--- config.mk ---
export PLATFORM = sky130hd
export DESIGN_NAME = reg_file_wb_arbiter
export DESIGN_NICKNAME = d
export VERILOG_FILES = /design/src/rtl/reg_file_wb_arbiter.sv
export SDC_FILE = /design/constraint.sdc
export NUM_CORES = 1
export LEC_CHECK = 0
export CAP_MARGIN = 20
export CORE_MARGIN = 2
export CORE_UTILIZATION = 26
export CTS_CLUSTER_DIAMETER = 80
export CTS_CLUSTER_SIZE = 20
export DETAILED_ROUTE_END_ITERATION = 12
export PLACE_DENSITY_LB_ADDON = 0.25
export SETUP_SLACK_MARGIN = 0.4
export SLEW_MARGIN = 20
export SYNTH_ARGS = -nofsm -noshare
export SYNTH_HDL_FRONTEND = slang
export SYNTH_SLANG_ARGS = --single-unit
--- constraint.sdc ---
create_clock -name clock -period 3 [get_ports clock]
set_clock_uncertainty 0.1 [all_clocks]
set_input_delay 0.45 -clock clock [delete_from_list [all_inputs] [get_ports clock]]
set_output_delay 0.45 -clock clock [all_outputs]
set_load 0.1 [all_outputs]
--- src/rtl/reg_file_wb_arbiter.sv ---
`default_nettype none
// ============================================================================
// Module   : reg_file_wb_arbiter
// Purpose  : Shares the single register-file write port between single-cycle
//            ALU/immediate writebacks and late load returns. Load returns are
//            buffered in a small FIFO. A two-state FSM (NORMAL / DRAIN) picks
//            which requester owns the port each cycle. The chosen write is
//            registered, so the write port sees it one cycle after the grant.
// Ports    : clock, reset_n         - clock and asynchronous active-low reset
//            i_alu_* / o_alu_ready  - ALU writeback request and its acceptance
//            i_ld_*  / o_ld_ready   - load return and FIFO space available
//            o_rf_we/waddr/wdata    - registered register-file write port
//            o_rf_wsel              - source code of the write: 00 word load,
//                                     01 byte load, 10 immediate, 11 ALU
//            o_fifo_count           - current load FIFO occupancy
// Options  : RF_WB_HAZARD_EN - when defined, an ALU write to a register that
//            has an older load still buffered is held back until that load
//            has committed.
// Revision : 1.0 - initial release
// ============================================================================
module reg_file_wb_arbiter #(
    parameter int FIFO_DEPTH   = 4,
    parameter int DRAIN_THRESH = 3
) (
    input  logic                         clock,
    input  logic                         reset_n,
    input  logic                         i_alu_valid,
    input  logic [1:0]                   i_alu_sel,
    input  logic [4:0]                   i_alu_rd,
    input  logic [31:0]                  i_alu_data,
    output logic                         o_alu_ready,
    input  logic                         i_ld_valid,
    input  logic                         i_ld_byte,
    input  logic [4:0]                   i_ld_rd,
    input  logic [31:0]                  i_ld_data,
    output logic                         o_ld_ready,
    output logic                         o_rf_we,
    output logic [4:0]                   o_rf_waddr,
    output logic [31:0]                  o_rf_wdata,
    output logic [1:0]                   o_rf_wsel,
    output logic [$clog2(FIFO_DEPTH):0]  o_fifo_count
);

    localparam int c_PTR_W = $clog2(FIFO_DEPTH);
    localparam int c_CNT_W = c_PTR_W + 1;

    localparam logic [c_CNT_W-1:0] c_DEPTH  = c_CNT_W'(FIFO_DEPTH);
    localparam logic [c_CNT_W-1:0] c_THRESH = c_CNT_W'(DRAIN_THRESH);
    localparam logic [c_CNT_W-1:0] c_ONE    = c_CNT_W'(1);
    localparam logic [c_PTR_W-1:0] c_PTR_ONE = c_PTR_W'(1);

    localparam logic [0:0] c_ST_NORMAL = 1'b0;
    localparam logic [0:0] c_ST_DRAIN  = 1'b1;

    // ------------------------------------------------------------------------
    // State
    // ------------------------------------------------------------------------
    logic [c_PTR_W-1:0] r_wptr;
    logic [c_PTR_W-1:0] r_rptr;
    logic [c_CNT_W-1:0] r_count;
    logic [0:0]         r_state;

    logic [4:0]         r_mem_rd   [FIFO_DEPTH];
    logic [31:0]        r_mem_data [FIFO_DEPTH];
    logic               r_mem_byte [FIFO_DEPTH];

    logic               r_we;
    logic [4:0]         r_waddr;
    logic [31:0]        r_wdata;
    logic [1:0]         r_wsel;

    // ------------------------------------------------------------------------
    // Combinational control
    // ------------------------------------------------------------------------
    logic               w_enq;
    logic               w_deq;
    logic               w_fifo_nempty;
    logic               w_alu_block;
    logic               w_grant_alu;
    logic [c_CNT_W-1:0] w_count_nxt;
    logic [0:0]         w_state_nxt;
    logic [4:0]         w_head_rd;
    logic [31:0]        w_head_data;
    logic [1:0]         w_head_sel;

    // Ready depends on the registered count only: a full FIFO refuses a new
    // load even in a cycle where it is also popping.
    assign o_ld_ready    = (r_count < c_DEPTH);
    assign w_enq         = i_ld_valid && o_ld_ready;
    assign w_fifo_nempty = (r_count != '0);

`ifdef RF_WB_HAZARD_EN
    // An entry is live when its distance from the read pointer (modulo the
    // depth) is below the occupancy. A live entry writing the same non-zero
    // register as the ALU must commit first, so the ALU is held back.
    logic [FIFO_DEPTH-1:0] w_rd_match;

    for (genvar gi = 0; gi < FIFO_DEPTH; gi++) begin : g_entry
        logic [c_PTR_W-1:0] w_offset;
        assign w_offset       = c_PTR_W'(gi) - r_rptr;
        assign w_rd_match[gi] = ({1'b0, w_offset} < r_count) &&
                                (r_mem_rd[gi] == i_alu_rd);
    end

    assign w_alu_block = (i_alu_rd != 5'd0) && (|w_rd_match);
`else
    assign w_alu_block = 1'b0;
`endif

    assign o_alu_ready = (r_state == c_ST_NORMAL) && !w_alu_block;
    assign w_grant_alu = i_alu_valid && o_alu_ready;

    // Whenever the ALU does not take the port, the FIFO head does (if any).
    // This covers NORMAL with an idle or blocked ALU, and every DRAIN cycle.
    assign w_deq = w_fifo_nempty && !w_grant_alu;

    // Load formatting happens on the way out of the FIFO.
    assign w_head_rd   = r_mem_rd[r_rptr];
    assign w_head_data = r_mem_byte[r_rptr]
                       ? {{24{r_mem_data[r_rptr][7]}}, r_mem_data[r_rptr][7:0]}
                       : r_mem_data[r_rptr];
    assign w_head_sel  = r_mem_byte[r_rptr] ? 2'b01 : 2'b00;

    always_comb begin
        w_count_nxt = r_count;
        case ({w_enq, w_deq})
            2'b10:   w_count_nxt = r_count + c_ONE;
            2'b01:   w_count_nxt = r_count - c_ONE;
            default: w_count_nxt = r_count;
        endcase
    end

    // DRAIN is entered from the registered occupancy and left as soon as the
    // FIFO is empty, so the ALU is stalled only for the cycles that pop.
    always_comb begin
        w_state_nxt = r_state;
        case (r_state)
            c_ST_NORMAL: begin
                if (r_count >= c_THRESH) begin
                    w_state_nxt = c_ST_DRAIN;
                end
            end
            c_ST_DRAIN: begin
                if (w_count_nxt == '0) begin
                    w_state_nxt = c_ST_NORMAL;
                end
            end
            default: w_state_nxt = c_ST_NORMAL;
        endcase
    end

    // ------------------------------------------------------------------------
    // FIFO pointers, occupancy and FSM
    // ------------------------------------------------------------------------
    always_ff @(posedge clock or negedge reset_n) begin
        if (!reset_n) begin
            r_wptr  <= '0;
            r_rptr  <= '0;
            r_count <= '0;
            r_state <= c_ST_NORMAL;
        end else begin
            if (w_enq) begin
                r_wptr <= r_wptr + c_PTR_ONE;
            end
            if (w_deq) begin
                r_rptr <= r_rptr + c_PTR_ONE;
            end
            r_count <= w_count_nxt;
            r_state <= w_state_nxt;
        end
    end

    // Storage needs no reset: clearing the pointers and count discards it.
    always_ff @(posedge clock) begin
        if (w_enq) begin
            r_mem_rd[r_wptr]   <= i_ld_rd;
            r_mem_data[r_wptr] <= i_ld_data;
            r_mem_byte[r_wptr] <= i_ld_byte;
        end
    end

    // ------------------------------------------------------------------------
    // Registered write port. Address, data and source follow every grant,
    // including grants to r0; only the enable is suppressed for r0.
    // ------------------------------------------------------------------------
    always_ff @(posedge clock or negedge reset_n) begin
        if (!reset_n) begin
            r_we    <= 1'b0;
            r_waddr <= '0;
            r_wdata <= '0;
            r_wsel  <= 2'b00;
        end else begin
            r_we <= 1'b0;
            if (w_grant_alu) begin
                r_we    <= (i_alu_rd != 5'd0);
                r_waddr <= i_alu_rd;
                r_wdata <= i_alu_data;
                r_wsel  <= i_alu_sel;
            end else if (w_deq) begin
                r_we    <= (w_head_rd != 5'd0);
                r_waddr <= w_head_rd;
                r_wdata <= w_head_data;
                r_wsel  <= w_head_sel;
            end
        end
    end

    assign o_rf_we      = r_we;
    assign o_rf_waddr   = r_waddr;
    assign o_rf_wdata   = r_wdata;
    assign o_rf_wsel    = r_wsel;
    assign o_fifo_count = r_count;

endmodule
`default_nettype wire

==> results, run 1 <==
- For this design, the sink count on the clock tree is 200.
- The count of TritonRoute iterations in the first routing pass is 5.
- The fill cell instance count of the final layout is 2,807.
- The initialized floorplan defines 62 standard-cell rows.
- Among the stages of the critical path, the cell type that occurs most often is sky130_fd_sc_hd__nor2_1.
- The CTS root buffer is sky130_fd_sc_hd__clkbuf_16.
- The length of routed met2 wiring is 8880 µm.
- The final RePlAce weighted congestion is 0.763.
- For this block, wires on met1 add up to 8490 µm.
- The global-route wire length before repair is 27,900 µm.
- The fraction of final layout cells sized beyond drive strength 1 is 24.8%.
- The register bit count reported by yosys is 200.
- Max-cap violations in this run came to 0.
- Setup violations remaining at the end of the flow were counted as 0.
- The final layout contains 650 nets.
- Tracing the worst setup path back leads to its startpoint at i_alu_valid.
- The slack of the worst reg-to-reg path is 0.66 ns.
- The filler-free cell count of the finished design is 960.
- The startpoint identified for the worst register-to-register timing path is r_rptr[0].
- The latest clock arrival within the worst-skew pair is 0.43 ns.
- The count of instances resized after the clock tree is built is 0.
- The portion of synthesized cell area occupied by the leading cell type is 59.5%.
- Entering global routing, the biggest net connects 35 pins.
- For this configuration, the core starts out at a cell density of 26.6%.
- CTS built an H-tree with a depth of 4.
- The remaining antenna violation count after routing is 0.
- For this run, the register share of the synthesized area comes to 75.2%.
- The number of setup buffers added after CTS is 0.
- The most critical setup path has its endpoint at r_state.
- The number of I/O pins is 126.
- The critical path capture point type is a flop.
- Of all nets on the critical path, the largest fanout is 2.
- The die extent in x is 176 µm.
- The max-slew violation total from the final report is 0.
- Clock tree synthesis inserted a total of 17 buffers.
- In this run the standard cell core region covers 0.0289 mm².
- In this run the worst hold path is classified as in2async.
- For this run, the leading register cell type out of synthesis is sky130_fd_sc_hd__edfxtp_1.
- The initial antenna violation count came to 0.
- The delay of the slowest cell on the worst path is 0.44 ns.
- For this run, design rule violations remaining after detail routing come to 0.
- Data on the critical path is required at its endpoint by 3.21 ns.
- The floorplan step set the die height to 176 µm.
- The final period demand of the worst path is 2.40 ns.
- The mapped netlist covers 0.00767 mm².
- The routed design has 18,300 µm of wire.
- The flow ran to the end, and the final reports show no timing, DRC or antenna violations.
- The part of the cycle the worst path needs is 80.1%.
- The total routing usage reported by global routing is 12.2%.
- The CTS tree is done.
- The post-synthesis net count is 513.
- The cell area power density is 1170 mW/mm².
- The uppermost layer routed is met4.
- In this run the critical register-to-register path is captured at o_rf_we.
- The largest area contributor in the synthesized netlist is sky130_fd_sc_hd__edfxtp_1.
- The number of warning messages in the yosys log is 0.
- The number of antenna diodes in the final layout is 0.
- The via count of the first global-routing pass is 4,570.
- The slew at the pin closest to its max-slew limit is 0.906 ns.
- The routed length per instance is 19.0 µm.
- Global routing finished with a remaining overflow of 0.
- The final number of hold-violating endpoints is 0.
- The average cell area after synthesis is 18.0 µm².
- The count of flip-flops with a built-in enable after synthesis is 152.
- After detailed routing, the number of vias per cell comes to 4.45.
- Once placement finished, the instance area stood at 0.00935 mm².
- Setup repair after global routing left no endpoint under its margin.
- Static timing analysis puts the maximum clock frequency at 0.416 GHz.
- Synthesis produced 426 cells.
- The instance count after placement with tap cells included is 928.
- The detailed-routed wire length on met3 is 773 µm.
- After routing, the total negative slack on setup checks comes to 0 ns.
- Summing over every cut layer, the via total after detailed routing is 4,276.
- The violation count after the first detailed-route iteration is 230.
- The most common cell in the netlist is sky130_fd_sc_hd__edfxtp_1.
- The half-perimeter wire length of the detailed placement result is 11,900 µm.
- The floorplan die area is 0.0309 mm².
- The arrival time of the worst setup path is 2.61 ns.
- Summing all multi-input logic gate instances after layout gives 0.00174 mm².
- The leakage power figure is 3.52 nW.
- The CTS clock-pin slew for the worst setup and hold paths is 0.07 ns.
- The area of all placed cells without fillers is 0.00994 mm².
- The post-synthesis async set-or-reset flop share is 24.0%.
- The relative slew slack is 39.6%.
- Measured in cells, the most critical reg-to-reg path has a length of 4.
- During placement, the flow inserted port buffers numbering 125.
- The synthesis-to-layout area growth is 29.6%.
- The worst setup path is launched from an input pin.
- The storage element area is 0.00578 mm².
- The netlist uses 34 different library cells.
- In the synthesized netlist, the cells that appear most often are 152 x sky130_fd_sc_hd__edfxtp_1, 48 x sky130_fd_sc_hd__dfrtp_1, 42 x sky130_fd_sc_hd__nand2_1.
- Yosys attributes the largest share of cell area to sky130_fd_sc_hd__edfxtp_1 60%, sky130_fd_sc_hd__dfrtp_1 16%, sky130_fd_sc_hd__mux4_2 10%.
- IR analysis of the VDD net gives a maximum drop of 0.755 mV.
- Walking the worst path, the cells encountered are clkdlybuf4s50_1, nor2b_1, nor2_1, ha_1, inv_1, fa_1, xor2_1, nor2_1, xnor2_1, o41a_1.
- The cell type of the slowest stage on the worst timing path is sky130_fd_sc_hd__clkdlybuf4s50_1.
- The deepest clock path buffer count is 2.
- After clock tree synthesis, the flow added hold-fix buffers numbering 0.
- The type of the setup path with the least slack is in2reg.
report_power, final:
part | total (mW) | switching (mW) | internal (mW)
Combinational | 5.25 | 3.70 | 1.55
Sequential | 4.08 | 0.411 | 3.67
Clock | 2.31 | 1.06 | 1.25
critical path: cells and delay by family:
| kind | cells | cell delay [ns] |
|---|---|---|
| adder cells (fa/ha/maj) | 2 | 0.59 |
| buffers and inverters | 2 | 0.51 |
| AND/OR/NAND/NOR | 3 | 0.41 |
| AO/OA/AOI/OAI | 1 | 0.40 |
| XOR/XNOR | 2 | 0.26 |
worst min path at each step:
stage                   from             to  cells after the start
2_1_floorplan        reset_n  o_rf_waddr[0]                      0
3_3_place_gp   o_rf_waddr[2]  o_rf_waddr[2]                      2
3_5_place_dp   o_rf_wdata[7]  o_rf_wdata[7]                      2
4_1_cts              reset_n  o_rf_waddr[1]                      1
5_1_grt              reset_n  o_rf_waddr[1]                      1
6_report             reset_n   o_rf_wsel[0]                      1
state kept, by name, summed over array words and instances, names as in the netlist:
| register | flops |
|---|---|
| r_mem_data | 128 |
| o_rf_wdata | 32 |
| r_mem_rd | 20 |
| o_rf_waddr | 5 |
| r_mem_byte | 4 |
| o_fifo_count | 3 |
| o_rf_wsel | 2 |
| r_rptr | 2 |
| r_wptr | 2 |
| o_rf_we | 1 |
| r_state | 1 |
cells by family (layout without fill, tap and decap cells):
logic type / after synthesis / count (layout) / synth area share, %
AO/OA/AOI/OAI: 69 / 69 / 5.66
XOR/XNOR: 6 / 6 / 0.685
adder cells (fa/ha/maj): 6 / 6 / 1.08
buffers and inverters: 41 / 191 / 2.37
flip-flops: 200 / 200 / 75.2
multiplexers: 41 / 41 / 11.6
AND/OR/NAND/NOR: 63 / 63 / 3.48
per-layer routing:
layer,global-route usage (%),up-vias
met5,0,-
met4,3.62,0
met3,2.73,8
met2,19.6,105
met1,16.7,2217
li1,-,1946
layout by cell type, fill, tap and decap left out, types with 2 or more instances in the layout:
cell	n
sky130_fd_sc_hd__clkdlybuf4s50_1	79
sky130_fd_sc_hd__xor2_1	2
sky130_fd_sc_hd__or4_1	2
sky130_fd_sc_hd__mux4_2	34
sky130_fd_sc_hd__inv_1	15
sky130_fd_sc_hd__clkinv_4	2
sky130_fd_sc_hd__and2_2	4
sky130_fd_sc_hd__inv_8	3
sky130_fd_sc_hd__xnor2_1	4
sky130_fd_sc_hd__dfrtp_1	43
sky130_fd_sc_hd__clkbuf_16	17
sky130_fd_sc_hd__ha_1	5
sky130_fd_sc_hd__buf_4	63
sky130_fd_sc_hd__bufinv_16	2
sky130_fd_sc_hd__a21oi_1	24
sky130_fd_sc_hd__nor2b_1	2
sky130_fd_sc_hd__o21ai_0	2
sky130_fd_sc_hd__mux2i_1	3
sky130_fd_sc_hd__nor2_1	9
sky130_fd_sc_hd__mux4_1	3
sky130_fd_sc_hd__clkinv_2	3
sky130_fd_sc_hd__nand2_1	41
sky130_fd_sc_hd__edfxtp_1	152
sky130_fd_sc_hd__a222oi_1	6
sky130_fd_sc_hd__o22ai_1	24
sky130_fd_sc_hd__dfrtp_4	4
sky130_fd_sc_hd__inv_6	3
sky130_fd_sc_hd__a31oi_1	7
final cells by class:
class                           count  share of cell area [%]
Sequential cell                   200                    58.2
Inverter                           15                   0.566
Clock buffer                       17                    4.28
Clock inverter                     15                    1.65
Multi-Input combinational cell    185                    17.5
Timing Repair Buffer              144                    13.0
Tap cell                          384                    4.83
through the flow:
stage | power [mW] | util (%) | setup WS (ns) | hold slack [ns]
6_report | 11.6 | 34.4 | 0.598 | 0.0523
5_1_grt | 12.2 | 34.4 | 0.500 | 0.0921
4_1_cts | 11.8 | 34.4 | 0.614 | 0.0685
3_5_place_dp | 9.48 | 32.4 | 0.160 | 0.381
3_3_place_gp | 9.38 | 32.4 | 0.223 | 0.382
2_1_floorplan | 8.04 | - | 0.402 | 0.0544
Power figures use the tool's default switching activity.
==> inputs of run 2 (changes only) <==
==> constraint.sdc (replaced) <==
create_clock -name clock -period 2.1 [get_ports clock]
set_clock_uncertainty 0.1 [all_clocks]
set_input_delay 0.315 -clock clock [delete_from_list [all_inputs] [get_ports clock]]
set_output_delay 0.315 -clock clock [all_outputs]
set_load 0.1 [all_outputs]
==> results, run 2 (synthesis results as in run 1) <==
- Outcome: finished, violations left (was complete, no violations).
- The final reports fail on setup timing.
- The CTS tree is done (unchanged).
- Derived from the worst setup path, the maximum achievable clock frequency is 0.476 GHz.
- The part of the cycle the worst path needs is 100%.
- The total clock sinks was 200 (unchanged).
- The critical path capture point type is a flop (unchanged).
- The via count of the first global-routing pass was 4,854 (was 4,570).
- The worst setup margin is -0.00273 ns (was 0.598 ns).
- The CTS clock-pin slew for the worst setup and hold paths is 0.07 ns (about the same).
- The cell type of the slowest stage on the worst timing path is sky130_fd_sc_hd__dfrtp_4 (was sky130_fd_sc_hd__clkdlybuf4s50_1).
- The count of nets after finishing is 693 (was 650).
- The final number of hold-violating endpoints is 0 (unchanged).
- The flip-flop count of the largest register, all copies and words added is 128 (unchanged).
- The number of buffer cells added on primary ports is 125 (unchanged).
- The die extent in x came to 176 µm (unchanged).
- The largest register by flop count was r_mem_data (unchanged).
- The peak ir drop on the vdd network is 1.14 mV (was 0.755 mV).
- The remaining antenna violation count after routing was 0 (unchanged).
- The data required time of the critical path is 2.30 ns (was 3.21 ns).
- The power consumption was 19.3 mW (was 11.6 mW).
- The maximum net fanout on the critical path was 2 (unchanged).
- The delay of the slowest cell on the worst path was 0.49 ns (was 0.44 ns).
- The violation count after the first detailed-route iteration is 273 (was 230).
- The floorplan die area is 0.0309 mm² (unchanged).
- The latest clock arrival within the worst-skew pair is 0.43 ns (about the same).
- The deepest clock path buffer count was 2 (unchanged).
- The CTS root buffer was sky130_fd_sc_hd__clkbuf_16 (unchanged).
- The total clock buffers created by CTS is 17 (unchanged).
- The die span in y is 176 µm (unchanged).
- The final RePlAce weighted congestion is 0.744 (was 0.763).
- The core utilization of the finished layout came to 38.0% (was 34.4%).
- The number of DRC violations after detailed routing was 0 (unchanged).
- The proportion of power drawn by flip-flops and latches is 29.4% (was 35.1%).
- The family with the most delay on the worst path is flip-flops (was adder cells).
- The total number of placement rows is 62 (unchanged).
- The routed length per instance came to 19.8 µm (was 19.0 µm).
- The initial antenna violation count came to 1 (was 0).
- The global route total overflow is 0 (unchanged).
- The global-route wire length before repair was 29,500 µm (was 27,900 µm).
- The power spent charging and discharging nets is 8.16 mW (was 5.17 mW).
- The most common library cell in the layout ignoring fill and taps is sky130_fd_sc_hd__edfxtp_1 (unchanged).
- The worst min-delay path class is in2async (unchanged).
- The cell-internal power is 11.1 mW (was 6.46 mW).
- The count of buffer and inverter cells on the critical path is 1 (was 2).
- The relative slew slack is 54.0% (was 39.6%).
- The critical path launch point type is a flop (was input pin).
- The fraction of power spent switching nets is 42.3% (was 44.4%).
- The number of H-tree levels is 4 (unchanged).
- The clock group share of total power is 18.0% (was 19.8%).
- The total routing usage reported by global routing is 13.1% (was 12.2%).
- The core area is 0.0289 mm² (unchanged).
- The count of TritonRoute iterations in the first routing pass is 4 (was 5).
- The slew at the pin closest to its max-slew limit is 0.690 ns (was 0.906 ns).
- The type of the setup path with the least slack was reg2reg (was in2reg).
- The number of max-cap violations is 0 (unchanged).
- The cell area power density was 1760 mW/mm² (was 1170 mW/mm²).
- The fraction of final layout cells sized beyond drive strength 1 came to 37.6% (was 24.8%).
- The leakage power figure came to 3.92 nW (was 3.52 nW).
- The overall via count from detail_route is 4,464 (was 4,276).
- The number of failing setup endpoints in the final timing report is 1 (was 0).
- The ratio of routed vias to standard cells was 4.45 (about the same).
- The synthesis-to-layout area growth is 42.9% (was 29.6%).
- The combinational cell fraction of total power was 52.7% (was 45.1%).
- The max-slew violation total from the final report is 0 (unchanged).
- Unrepaired setup endpoints after global routing: yes (was no).
- The final routed wirelength across all metal layers is 19,900 µm (was 18,300 µm).
- The arrival time of the worst setup path is 2.30 ns (was 2.61 ns).
- Chain of cells forming the critical path: nor3_4, nor2_4, ha_4, inv_2, fa_2, xor2_1, nor2_1, xnor2_1, o41a_1 (was clkdlybuf4s50_1, nor2b_1, nor2_1, ha_1, inv_1, fa_1, xor2_1, nor2_1, xnor2_1, o41a_1).
- The final period demand of the worst path is 2.10 ns.
- The half-perimeter wire length of the detailed placement result came to 12,300 µm (was 11,900 µm).
- The starting utilization of the core area is 26.6% (unchanged).
- The number of I/O pins came to 126 (unchanged).
- The pin count of the biggest net entering global routing is 27 (was 35).
- Top library cells by usage in the layout, fill and taps aside: 152 x sky130_fd_sc_hd__edfxtp_1, 79 x sky130_fd_sc_hd__clkdlybuf4s50_1, 65 x sky130_fd_sc_hd__buf_4 (was 152 x sky130_fd_sc_hd__edfxtp_1, 79 x sky130_fd_sc_hd__clkdlybuf4s50_1, 63 x sky130_fd_sc_hd__buf_4).
## run 2: changes by cell type in the layout (fill, tap and decap cells not counted), sizes merged, moves of 2 or more
cell,previous run,this run
clkinv,6,1
buf,65,101
inv,21,19
clkbuf,17,25
clkinvlp,1,3
bufbuf,0,2
## run 2: power by group through the flow
stage	clock, mW	sequential, mW	combinational [mW]
final	3.47	5.67	10.2
after global routing	3.71	5.76	10.7
after CTS	3.57	5.69	9.90
after detailed placement	0	5.77	8.17
after global placement	0	5.72	8.08
after floorplan	0	8.67	2.95
## run 2: final timing paths
kind / endpoint / cells past startpoint / slack [ns] / startpoint
max in group asynchronous: r_rptr[0] / 3 / 0.82 / reset_n
worst max register to register: r_state / 9 / -0.003 / o_fifo_count[1]
worst min-delay path: o_fifo_count[2] / 2 / 0.36 / reset_n
min in group clock: o_rf_wdata[3] / 3 / 0.36 / i_alu_data[3]
worst max-delay path: r_state / 9 / -0.003 / o_fifo_count[1]
worst min register to register: o_rf_wsel[1] / 1 / 0.41 / o_rf_wsel[1]
## run 2: layer usage
metal,up-vias,global-route usage [%],routed length [µm]
met2,107,22.3,10100
li1,2028,-,-
met3,15,3.20,886
met1,2314,16.8,8780
met4,0,3.00,189
met5,-,0,0
## run 2: through the flow
step | worst slack [ns] | area, µm² | cells | TNS [ns] | hold WS (ns)
2_1_floorplan | -0.281 | 7770 | 426 | -0.285 | -0.0806
3_3_place_gp | -0.370 | 9580 | 938 | -0.467 | 0.286
3_5_place_dp | -0.438 | 9580 | 938 | -0.587 | 0.298
4_1_cts | -0.00744 | 10800 | 993 | -0.00744 | 0.328
5_1_grt | -0.0956 | 11000 | 1003 | -0.0956 | 0.349
6_report | -0.00273 | 11000 | 1004 | -0.00273 | 0.355
## run 2: cell type report
cell class	count	area [µm²]
flip-flops and latches	200	5780
clock inverters	11	158
clock buffers	21	472
fillers	2702	17900
well taps	384	480
diodes	1	2.50
multi-input cells	185	1950
inverters	15	60.1
repair buffers	187	2060
## run 2: what timing repair did
item / 4_1_cts / 5_1_grt
endpoints found under the hold margin: 24 / 0
buffers inserted: 16 / 7
setup endpoints to repair: 59 / 188
gates resized for setup: 64 / 18
pin swaps: 16 / 11
cloned: 6 / 3
hold buffers: 1 / 0
==> inputs of run 3 (changes only) <==
--- a/config.mk
+++ b/config.mk
@@ -6,11 +6,12 @@
 export NUM_CORES = 1
 export LEC_CHECK = 0
 export CAP_MARGIN = 20
-export CORE_MARGIN = 2
+export CORE_MARGIN = 5
 export CORE_UTILIZATION = 26
 export CTS_CLUSTER_DIAMETER = 80
 export CTS_CLUSTER_SIZE = 20
 export DETAILED_ROUTE_END_ITERATION = 12
+export MAX_ROUTING_LAYER = met4
 export PLACE_DENSITY_LB_ADDON = 0.25
 export SETUP_SLACK_MARGIN = 0.4
 export SLEW_MARGIN = 20
==> results, run 3 (synthesis results as in run 1) <==
- Outcome: complete, no violations (was finished, violations left).
- The leakage power figure is 3.80 nW (was 3.92 nW).
- The instance count after placement with tap cells included is 940 (was 938).
- The worst setup margin was 0.00313 ns (was -0.00273 ns).
- Chain of cells forming the critical path: nor3_4, nor2_4, ha_4, inv_2, fa_2, xor2_1, nor2_1, xnor2_1, o41a_1 (unchanged).
- The slew at the pin closest to its max-slew limit is 0.345 ns (was 0.690 ns).
- The number of failing setup endpoints in the final timing report is 0 (was 1).
- The half-perimeter wire length of the detailed placement result is 12,200 µm (was 12,300 µm).
- The total number of placement rows came to 62 (unchanged).
- The number of buffer cells added on primary ports is 125 (unchanged).
- The final hold slack is 0.226 ns (was 0.355 ns).
- The arrival time of the worst setup path is 2.29 ns (was 2.30 ns).
- The die span in y is 182 µm (was 176 µm).
- The fill cell instance count of the final layout came to 2,706 (was 2,702).
- The cell type of the slowest stage on the worst timing path is sky130_fd_sc_hd__dfrtp_4 (unchanged).
- The largest register by flop count was r_mem_data (unchanged).
- Top library cells by usage in the layout, fill and taps aside: 152 x sky130_fd_sc_hd__edfxtp_1, 79 x sky130_fd_sc_hd__clkdlybuf4s50_1, 66 x sky130_fd_sc_hd__buf_4 (was 152 x sky130_fd_sc_hd__edfxtp_1, 79 x sky130_fd_sc_hd__clkdlybuf4s50_1, 65 x sky130_fd_sc_hd__buf_4).
- The worst setup slack before clock tree synthesis is -0.409 ns (was -0.438 ns).
- The fraction of final layout cells sized beyond drive strength 1 is 36.6% (was 37.6%).
- Unrepaired setup endpoints after global routing: yes (unchanged).
- The CTS clock-pin slew for the worst setup and hold paths is 0.07 ns (about the same).
- The count of buffer and inverter cells on the critical path is 1 (unchanged).
- The overall via count from detail_route came to 4,497 (was 4,464).
- The maximum operating frequency is 0.477 GHz (was 0.476 GHz).
- The type of the setup path with the least slack is reg2reg (unchanged).
- The total clock buffers created by CTS was 17 (unchanged).
- The data required time of the critical path was 2.30 ns (about the same).
- The part of the cycle the worst path needs is 99.9% (was 100%).
- The flip-flop count of the largest register, all copies and words added is 128 (unchanged).
- The cell area power density is 1700 mW/mm² (was 1760 mW/mm²).
- The filler-free cell count of the finished design is 1,000 (was 1,004).
- The final RePlAce weighted congestion is 0.761 (was 0.744).
- The starting utilization of the core area is 26.5% (was 26.6%).
- The maximum net fanout on the critical path is 2 (unchanged).
- The final period demand of the worst path is 2.10 ns (about the same).
- The deepest clock path buffer count is 2 (unchanged).
- The total cell area at the placement stage is 0.00961 mm² (was 0.00958 mm²).
- The latest clock arrival within the worst-skew pair was 0.42 ns (was 0.43 ns).
- The number of max-cap violations is 0 (unchanged).
- The remaining antenna violation count after routing is 0 (unchanged).
- The violation count after the first detailed-route iteration came to 254 (was 273).
- The count of TritonRoute iterations in the first routing pass is 6 (was 4).
- The global-route wire length before repair came to 28,900 µm (was 29,500 µm).
- The total routing usage reported by global routing is 11.8% (was 13.1%).
- The peak ir drop on the vdd network is 1.07 mV (was 1.14 mV).
- The via count of the first global-routing pass is 4,863 (was 4,854).
- The routed length per instance is 19.1 µm (was 19.8 µm).
- The final routed wirelength across all metal layers is 19,100 µm (was 19,900 µm).
- The floorplan die area is 0.0330 mm² (was 0.0309 mm²).
- The critical path capture point type is a flop (unchanged).
- The total clock sinks is 200 (unchanged).
- The ratio of routed vias to standard cells was 4.50 (was 4.45).
- The max-slew violation total from the final report is 0 (unchanged).
- The synthesis-to-layout area growth is 40.0% (was 42.9%).
- The count of nets after finishing is 689 (was 693).
- The CTS tree was done (unchanged).
- The final number of hold-violating endpoints is 0 (unchanged).
- The worst min-delay path class is in2async (unchanged).
- The die extent in x is 182 µm (was 176 µm).
- The critical path launch point type is a flop (unchanged).
- The number of DRC violations after detailed routing came to 0 (unchanged).
- The core utilization of the finished layout is 37.1% (was 38.0%).
- The initial antenna violation count is 1 (unchanged).
- The origin of the critical flop-to-flop path is o_fifo_count[0] (was o_fifo_count[1]).
- The most common library cell in the layout ignoring fill and taps is sky130_fd_sc_hd__edfxtp_1 (unchanged).
- The global route total overflow came to 0 (unchanged).
- The relative slew slack came to 77.0% (was 54.0%).
- The startpoint of the most critical setup path is o_fifo_count[0] (was o_fifo_count[1]).
- The number of I/O pins came to 126 (unchanged).
- The core area is 0.0289 mm² (about the same).
- The CTS root buffer is sky130_fd_sc_hd__clkbuf_16 (unchanged).
- The delay of the slowest cell on the worst path is 0.49 ns (about the same).
- The pin count of the biggest net entering global routing is 25 (was 27).
- The number of H-tree levels is 4 (unchanged).
- The family with the most delay on the worst path is flip-flops (unchanged).
- The area of all placed cells without fillers is 0.0107 mm² (was 0.0110 mm²).
[run 3: worst paths after layout]
kind                                 endpoint  slack, ns  cells past startpoint
worst min register to register  o_rf_wdata[7]       0.40                      2
worst max-delay path                  r_state      0.003                      9
min in group clock              o_rf_wdata[1]       0.36                      3
worst max register to register        r_state      0.003                      9
max in group asynchronous       o_rf_wdata[8]       1.11                      3
worst min-delay path             o_rf_wsel[1]       0.23                      2
[run 3: routing by layer]
metal | wire (µm) | track usage [%]
met1 | 8760 | 15.6
met2 | 9460 | 18.8
met3 | 766 | 2.70
met4 | 112 | 2.34
met5 | 0 | -
[run 3: stage by stage]
| step | total power, mW | TNS, ns |
|---|---|---|
| after global routing | 19.2 | -0.0564 |
| after CTS | 17.7 | 0 |
| after floorplan | 11.6 | -0.285 |
| after global placement | 13.8 | -0.478 |
| final | 18.3 | 0 |
| after detailed placement | 13.9 | -1.02 |
[run 3: repair_timing]
action | CTS | global route
hold buffers | 1 | 0
buffers inserted | 13 | 9
gates resized for setup | 34 | 57
endpoints found under the setup margin | 42 | 120
hold endpoints to repair | 18 | 0
pin swaps | 14 | 11
cloned | 3 | 1
[run 3: area by class of cell]
| type | count | area (µm²) | area share [%] |
|---|---|---|---|
| Clock inverter | 7 | 71.3 | 0.664 |
| Antenna cell | 1 | 2.50 | 0.0233 |
| Timing Repair Buffer | 183 | 1940 | 18.1 |
| Clock buffer | 25 | 465 | 4.34 |
| Multi-Input combinational cell | 185 | 1930 | 18.0 |
| Inverter | 15 | 62.6 | 0.583 |
| Sequential cell | 200 | 5780 | 53.9 |
| Tap cell | 384 | 480 | 4.48 |
[run 3: report_power, final]
part,internal [mW],switching (mW),total [mW]
Combinational,3.54,6.02,9.57
Sequential,5.24,0.439,5.68
Clock,1.67,1.38,3.05
